File: src/rtl/csr_trap_ctrl_pkg.sv
// ----------------------------------------------------------------------------
// csr_pkg
// Shared definitions for the machine-mode trap controller:
//   - CSR addresses used by the trap/MRET write sequences
//   - mstatus bit positions (MIE, MPIE)
//   - controller state encoding
//   - default mcause value written for an external interrupt
// ----------------------------------------------------------------------------
package csr_pkg;

  localparam logic [11:0] CSR_MSTATUS = 12'h300;
  localparam logic [11:0] CSR_MEPC    = 12'h341;
  localparam logic [11:0] CSR_MCAUSE  = 12'h342;
  localparam logic [11:0] CSR_MTVEC   = 12'h305;

  localparam int MSTATUS_MIE  = 3;
  localparam int MSTATUS_MPIE = 7;

  localparam logic [31:0] IRQ_CAUSE_DEFAULT = 32'h8000_000B;

  typedef enum logic [2:0] {
    S_IDLE    = 3'd0,
    S_MEPC    = 3'd1,
    S_MCAUSE  = 3'd2,
    S_MSTATUS = 3'd3,
    S_MRET    = 3'd4,
    S_REDIR   = 3'd5
  } state_e;

endpackage

File: src/rtl/csr_trap_ctrl.sv
// ----------------------------------------------------------------------------
// csr_trap_ctrl
// Sequences machine-mode trap entry, interrupt entry and MRET over the single
// shared CSR write port, arbitrating that port against instruction-issued CSR
// writes, and produces the fetch redirect.
//
// Ports:
//   clk_i, rst_i            clock, synchronous active-high reset
//   trap_req_i/trap_cause_i synchronous exception pulse + cause from commit
//   pc_i                    PC of faulting/interrupted instruction
//   mret_req_i              MRET commit pulse
//   irq_i                   external interrupt pending (level)
//   csr_req_i/addr/set/clr  instruction CSR write request
//   csr_gnt_o               instruction write accepted this cycle
//   csr_en_o/addr/set/clr   shared CSR write port (next = (v & ~clr) | set)
//   csr_ack_i               OR of all CSR unit acks
//   mstatus_i/mtvec_i/mepc_i current CSR values
//   redirect_o/redirect_pc_o one-cycle fetch redirect and target
//   busy_o                  sequence in progress; pipeline stalls
// ----------------------------------------------------------------------------
module csr_trap_ctrl
  import csr_pkg::*;
#(
  parameter logic [31:0] IRQ_CAUSE  = IRQ_CAUSE_DEFAULT,
  parameter int          RESET_IDLE = 1
) (
  input  logic        clk_i,
  input  logic        rst_i,
  input  logic        trap_req_i,
  input  logic [31:0] trap_cause_i,
  input  logic [31:0] pc_i,
  input  logic        mret_req_i,
  input  logic        irq_i,
  input  logic        csr_req_i,
  input  logic [11:0] csr_addr_i,
  input  logic [31:0] csr_set_i,
  input  logic [31:0] csr_clear_i,
  output logic        csr_gnt_o,
  output logic        csr_en_o,
  output logic [11:0] csr_addr_o,
  output logic [31:0] csr_set_o,
  output logic [31:0] csr_clear_o,
  input  logic        csr_ack_i,
  input  logic [31:0] mstatus_i,
  input  logic [31:0] mtvec_i,
  input  logic [31:0] mepc_i,
  output logic        redirect_o,
  output logic [31:0] redirect_pc_o,
  output logic        busy_o
);

  // The controller only ever resets into S_IDLE; RESET_IDLE exists for
  // interface compatibility and must be left at 1.
  if (RESET_IDLE != 1) begin : g_reset_idle_unsupported
  end

  state_e      state_q, state_d;
  logic [29:0] pc_q, pc_d;        // word-aligned PC, low bits always written as 0
  logic [31:0] cause_q, cause_d;
  logic        mie_q, mie_d;      // MIE at event acceptance, becomes MPIE
  logic        mret_q, mret_d;    // selects redirect target in S_REDIR

  // Bits of the inputs that the write sequences never look at.
  logic unused_bits;
  assign unused_bits = ^{pc_i[1:0], mtvec_i[1:0], mstatus_i[31:8],
                         mstatus_i[6:4], mstatus_i[2:0]};

  always_comb begin
    state_d       = state_q;
    pc_d          = pc_q;
    cause_d       = cause_q;
    mie_d         = mie_q;
    mret_d        = mret_q;
    csr_gnt_o     = 1'b0;
    csr_en_o      = 1'b0;
    csr_addr_o    = 12'h000;
    csr_set_o     = 32'h0;
    csr_clear_o   = 32'h0;
    redirect_o    = 1'b0;
    redirect_pc_o = 32'h0;
    busy_o        = 1'b1;

    case (state_q)
      S_IDLE: begin
        busy_o = 1'b0;
        // Fixed priority; losers in the same cycle are simply dropped and the
        // instruction port sees neither enable nor grant.
        if (trap_req_i) begin
          pc_d    = pc_i[31:2];
          cause_d = trap_cause_i;
          mie_d   = mstatus_i[MSTATUS_MIE];
          mret_d  = 1'b0;
          state_d = S_MEPC;
        end else if (mret_req_i) begin
          mret_d  = 1'b1;
          state_d = S_MRET;
        end else if (irq_i && mstatus_i[MSTATUS_MIE]) begin
          pc_d    = pc_i[31:2];
          cause_d = IRQ_CAUSE;
          mie_d   = mstatus_i[MSTATUS_MIE];
          mret_d  = 1'b0;
          state_d = S_MEPC;
        end else begin
          csr_en_o    = csr_req_i;
          csr_addr_o  = csr_addr_i;
          csr_set_o   = csr_set_i;
          csr_clear_o = csr_clear_i;
          csr_gnt_o   = csr_req_i & csr_ack_i;
        end
      end

      S_MEPC: begin
        csr_en_o    = 1'b1;
        csr_addr_o  = CSR_MEPC;
        csr_clear_o = 32'hFFFF_FFFF;
        csr_set_o   = {pc_q, 2'b00};
        if (csr_ack_i) state_d = S_MCAUSE;
      end

      S_MCAUSE: begin
        csr_en_o    = 1'b1;
        csr_addr_o  = CSR_MCAUSE;
        csr_clear_o = 32'hFFFF_FFFF;
        csr_set_o   = cause_q;
        if (csr_ack_i) state_d = S_MSTATUS;
      end

      S_MSTATUS: begin
        // MIE <- 0, MPIE <- MIE captured at acceptance.
        csr_en_o                  = 1'b1;
        csr_addr_o                = CSR_MSTATUS;
        csr_clear_o[MSTATUS_MIE]  = 1'b1;
        csr_clear_o[MSTATUS_MPIE] = 1'b1;
        csr_set_o[MSTATUS_MPIE]   = mie_q;
        if (csr_ack_i) state_d = S_REDIR;
      end

      S_MRET: begin
        // MIE <- MPIE, MPIE <- 1. MPIE is only set, so it needs no clear.
        csr_en_o                 = 1'b1;
        csr_addr_o               = CSR_MSTATUS;
        csr_clear_o[MSTATUS_MIE] = 1'b1;
        csr_set_o[MSTATUS_MIE]   = mstatus_i[MSTATUS_MPIE];
        csr_set_o[MSTATUS_MPIE]  = 1'b1;
        if (csr_ack_i) state_d = S_REDIR;
      end

      S_REDIR: begin
        redirect_o    = 1'b1;
        redirect_pc_o = mret_q ? mepc_i : {mtvec_i[31:2], 2'b00};
        state_d       = S_IDLE;
      end

      default: state_d = S_IDLE;
    endcase

    // Reset aborts at once: no CSR write or redirect leaks out during the
    // reset cycle even though state_q still holds the old sequence state.
    if (rst_i) begin
      csr_gnt_o     = 1'b0;
      csr_en_o      = 1'b0;
      csr_addr_o    = 12'h000;
      csr_set_o     = 32'h0;
      csr_clear_o   = 32'h0;
      redirect_o    = 1'b0;
      redirect_pc_o = 32'h0;
      busy_o        = 1'b0;
    end
  end

  always_ff @(posedge clk_i) begin
    if (rst_i) begin
      state_q <= S_IDLE;
      pc_q    <= '0;
      cause_q <= '0;
      mie_q   <= 1'b0;
      mret_q  <= 1'b0;
    end else begin
      state_q <= state_d;
      pc_q    <= pc_d;
      cause_q <= cause_d;
      mie_q   <= mie_d;
      mret_q  <= mret_d;
    end
  end

endmodule
File: config.mk
export PLATFORM = sky130hd
export DESIGN_NAME = csr_trap_ctrl
export DESIGN_NICKNAME = d
export VERILOG_FILES = /design/src/rtl/csr_trap_ctrl_pkg.sv /design/src/rtl/csr_trap_ctrl.sv
export SDC_FILE = /design/constraint.sdc
export NUM_CORES = 1
export LEC_CHECK = 0
export BUFFER_PORTS_ARGS = -buffer_cell sky130_fd_sc_hd__buf_2
export CORE_AREA = 3 3 136 138
export CTS_BUF_LIST = sky130_fd_sc_hd__clkbuf_16
export DETAILED_ROUTE_END_ITERATION = 10
export DIE_AREA = 0 0 139 141
export RECOVER_POWER = 50
export SETUP_SLACK_MARGIN = 0.3
export SYNTH_ARGS = -nofsm -noshare
export SYNTH_HDL_FRONTEND = slang
export SYNTH_SLANG_ARGS = --single-unit
export TNS_END_PERCENT = 20
File: constraint.sdc
create_clock -name clk_i -period 1.92 [get_ports clk_i]
set_input_delay 0.384 -clock clk_i [delete_from_list [all_inputs] [get_ports clk_i]]
set_output_delay 0.384 -clock clk_i [all_outputs]
set_load 0.02 [all_outputs]
==> results_dict.tcl <==
set metrics [dict create \
    first_iter_violations 234 \
    gr-total-overflow 0 \
    clock_path_buffers 2 \
    fmax_ghz 0.4491 \
    p_leak_nw 3.674 \
    cts_made_buffers 9 \
    synth_cells 596 \
    core_area_sq_um 17300 \
    total_power_w 0.009281 \
    h-tree-depth 3 \
    port_buffers 320 \
    nNetsFinal 1168 \
    slew_viol_final 0 \
    slew_headroom 0.4051 \
    max_cap_viol_count 0 \
    yosysWarningCount 0 \
    yosysSeqAreaShare 0.2875 \
    fp.dieArea_sq_um 19600 \
    setup_viol 105 \
    synthTopCellsByArea "dfxtp_1, nand2_1, a21oi_1, mux2i_1, a22oi_1" \
    clockRootBuffer "clkbuf_16" \
    final_util 0.5344 \
    arrival_ns 1.84 \
    place.gp.congestion 0.8785 \
    clk_latency_ns 0.33 \
    crit_path_end_kind "primary output" \
    initial_core_util 0.2697 \
    crit_type "flip-flop to primary output" \
    path_max_fanout 6 \
    violations "negative setup slack" \
    io_pins 355 \
    diodes 0 \
    status "finished with violations" \
    track_usage 0.2004 \
    post-route-period-util 1.160 \
    peakVddDrop_mv 0.5197 \
    synth_edf_count 0 \
    hpwl_mm 15.44 \
    crit_path_start_kind "flip-flop" \
    ys_top_cells_by_count "nand2_1, a21oi_1, dfxtp_1" \
    syn_area_per_cell_sq_um 7.828 \
    yosysMostFrequentCell "nand2_1" \
    wl_per_cell_microns 18.46 \
    yosysTopAreaCellShare 0.2875 \
    ant_nets 0 \
    finalWirelength_mm 21.32 \
    finalHoldViolCount 0 \
    clkSlewWorstSetupHoldPaths_ns 0.06 \
    first_pass_iters 4 \
    die_h_microns 141 \
    ys.flop_type "dfxtp_1" \
    hold_path.class "input port to flip-flop" \
    hold_buffers 0 \
    regArea_sq_um 1349 \
    power_density_nw_per_um2 1004 \
    drc_errors 0 \
    async_reset_ff_frac 0 \
    rows 48 \
    rsz0062_at_grt "yes" \
    synthesis.area_sq_um 4666 \
    setup_ws_ns -0.3069 \
    synth_nets 839 \
    cts.sinks 67 \
    fillers 1549 \
    ys_seq_elements 67 \
    tightest_slew_ns 0.8923 \
    grt_pass1_wl_mm 31.56 \
    multi_input_area_sq_um 4213 \
    synth_cell_types 51 \
    drive_gt1_frac 0.7247 \
    cts_tree "yes" \
    fin_skew_ns 0.006626 \
    cp.required_ns 1.54 \
    antenna_found_initial 3 \
    vias 5653 \
    fp.dieW_microns 139 \
    drt-vias-per-instance 4.894 \
    grt_pass1_vias 5742 \
    min_period_ns 2.227 \
    grt_max_degree 56 \
    area_growth_pct 98.10 \
    yosysTopAreaCell "dfxtp_1" \
]
[routing by layer]
layer / vias up / global-route usage / routed length, microns
li1: 2720 / - / -
met1: 2689 / 0.2259 / 8144
met2: 208 / 0.3731 / 11320
met3: 30 / 0.05258 / 1431
met4: 6 / 0.05510 / 386
met5: - / 0 / 34
[registers in the layout, summed over array words and instances, names as in the netlist]
name / cells
pc_q: 30
mret_q: 1
mie_q: 1
state_q: 3
cause_q: 32
[area by class of cell]
type	instances	share of cell area
flip-flops and latches	67	0.1459
clock buffers	9	0.02437
well taps	225	0.03046
repair buffers	380	0.3323
clock inverters	7	0.01002
inverters	2	0.001083
multi-input cells	465	0.4558
[stage by stage]
stage / instance area [sq um] / TNS [ns] / hold slack, ns / worst slack (ns) / instances
after global placement: 7715 / -8.404 / 0.4517 / -0.1640 / 1125
after CTS: 8851 / -26.00 / 0.2731 / -0.3354 / 1149
final: 9243 / -23.39 / 0.2839 / -0.3069 / 1155
after global routing: 9243 / -31.46 / 0.2751 / -0.3865 / 1155
after floorplan: 5771 / 0 / 0.4436 / 0.1894 / 596
after detailed placement: 7715 / -6.844 / 0.4581 / -0.1540 / 1125
[cell usage in the layout (no fill, tap or decap), types with 5 or more instances in the layout]
cell type | synthesis | final
o221a_1 | 5 | 5
buf_4 | 10 | 41
dfxtp_1 | 67 | 63
a21oi_1 | 70 | 6
nor2_2 | 20 | 19
nor2_4 | 0 | 33
mux2i_1 | 30 | 30
nand2_2 | 30 | 51
a21oi_2 | 30 | 35
buf_2 | 25 | 218
nor2_1 | 43 | 11
buf_12 | 3 | 19
and2_2 | 0 | 7
nand2_4 | 0 | 26
a22oi_1 | 39 | 36
a21oi_4 | 0 | 59
a22oi_2 | 20 | 23
clkbuf_16 | 0 | 13
buf_6 | 3 | 91
nand2_1 | 99 | 52
buf_16 | 0 | 5
or2_1 | 29 | 29
[cells by family after synthesis]
logic type                after synthesis  synth area share
AOI/OAI and AO/OA                     180            0.2894
muxes                                  31           0.06677
xor gates and xnor gates                1          0.001878
and+or+nand+nor                       253            0.2682
DFF                                    67            0.2875
buffers and inverters                  64           0.08635
[final timing paths]
kind | cells past startpoint | end | from | slack, ns
setup reg to reg | 9 | pc_q[13]$_SDFFE_PP0P_ | state_q[1]$_SDFFE_PP0P_ | 0.07
hold reg to reg | 2 | pc_q[23]$_SDFFE_PP0P_ | pc_q[23]$_SDFFE_PP0P_ | 0.47
hold / removal | 3 | cause_q[29]$_SDFFE_PP0P_ | trap_cause_i[29] | 0.28
setup / recovery | 8 | csr_clear_o[4] | state_q[1]$_SDFFE_PP0P_ | -0.31
[where the power goes]
group	total, W	internal, W	switching, W
clock network	0.00177	0.00113	0.000633
logic	0.00567	0.00253	0.00314
registers	0.00184	0.00167	0.000168
[worst max-delay path: stages (launching register included)]
cell,delay [ns]
dfxtp_4,0.36
buf_6,0.13
nor3_4,0.17
and2_4,0.21
buf_12,0.15
buf_16,0.13
nand2_1,0.09
a21oi_4,0.15
buf_6,0.13
[timing repair]
item	in CTS	in global routing
gates resized for setup	219	72
setup endpoints to repair	171	171
pin swaps	6	87
gates cloned	4	4
buffers inserted	4	2
Note: power is estimated with default switching activity, not from simulation.
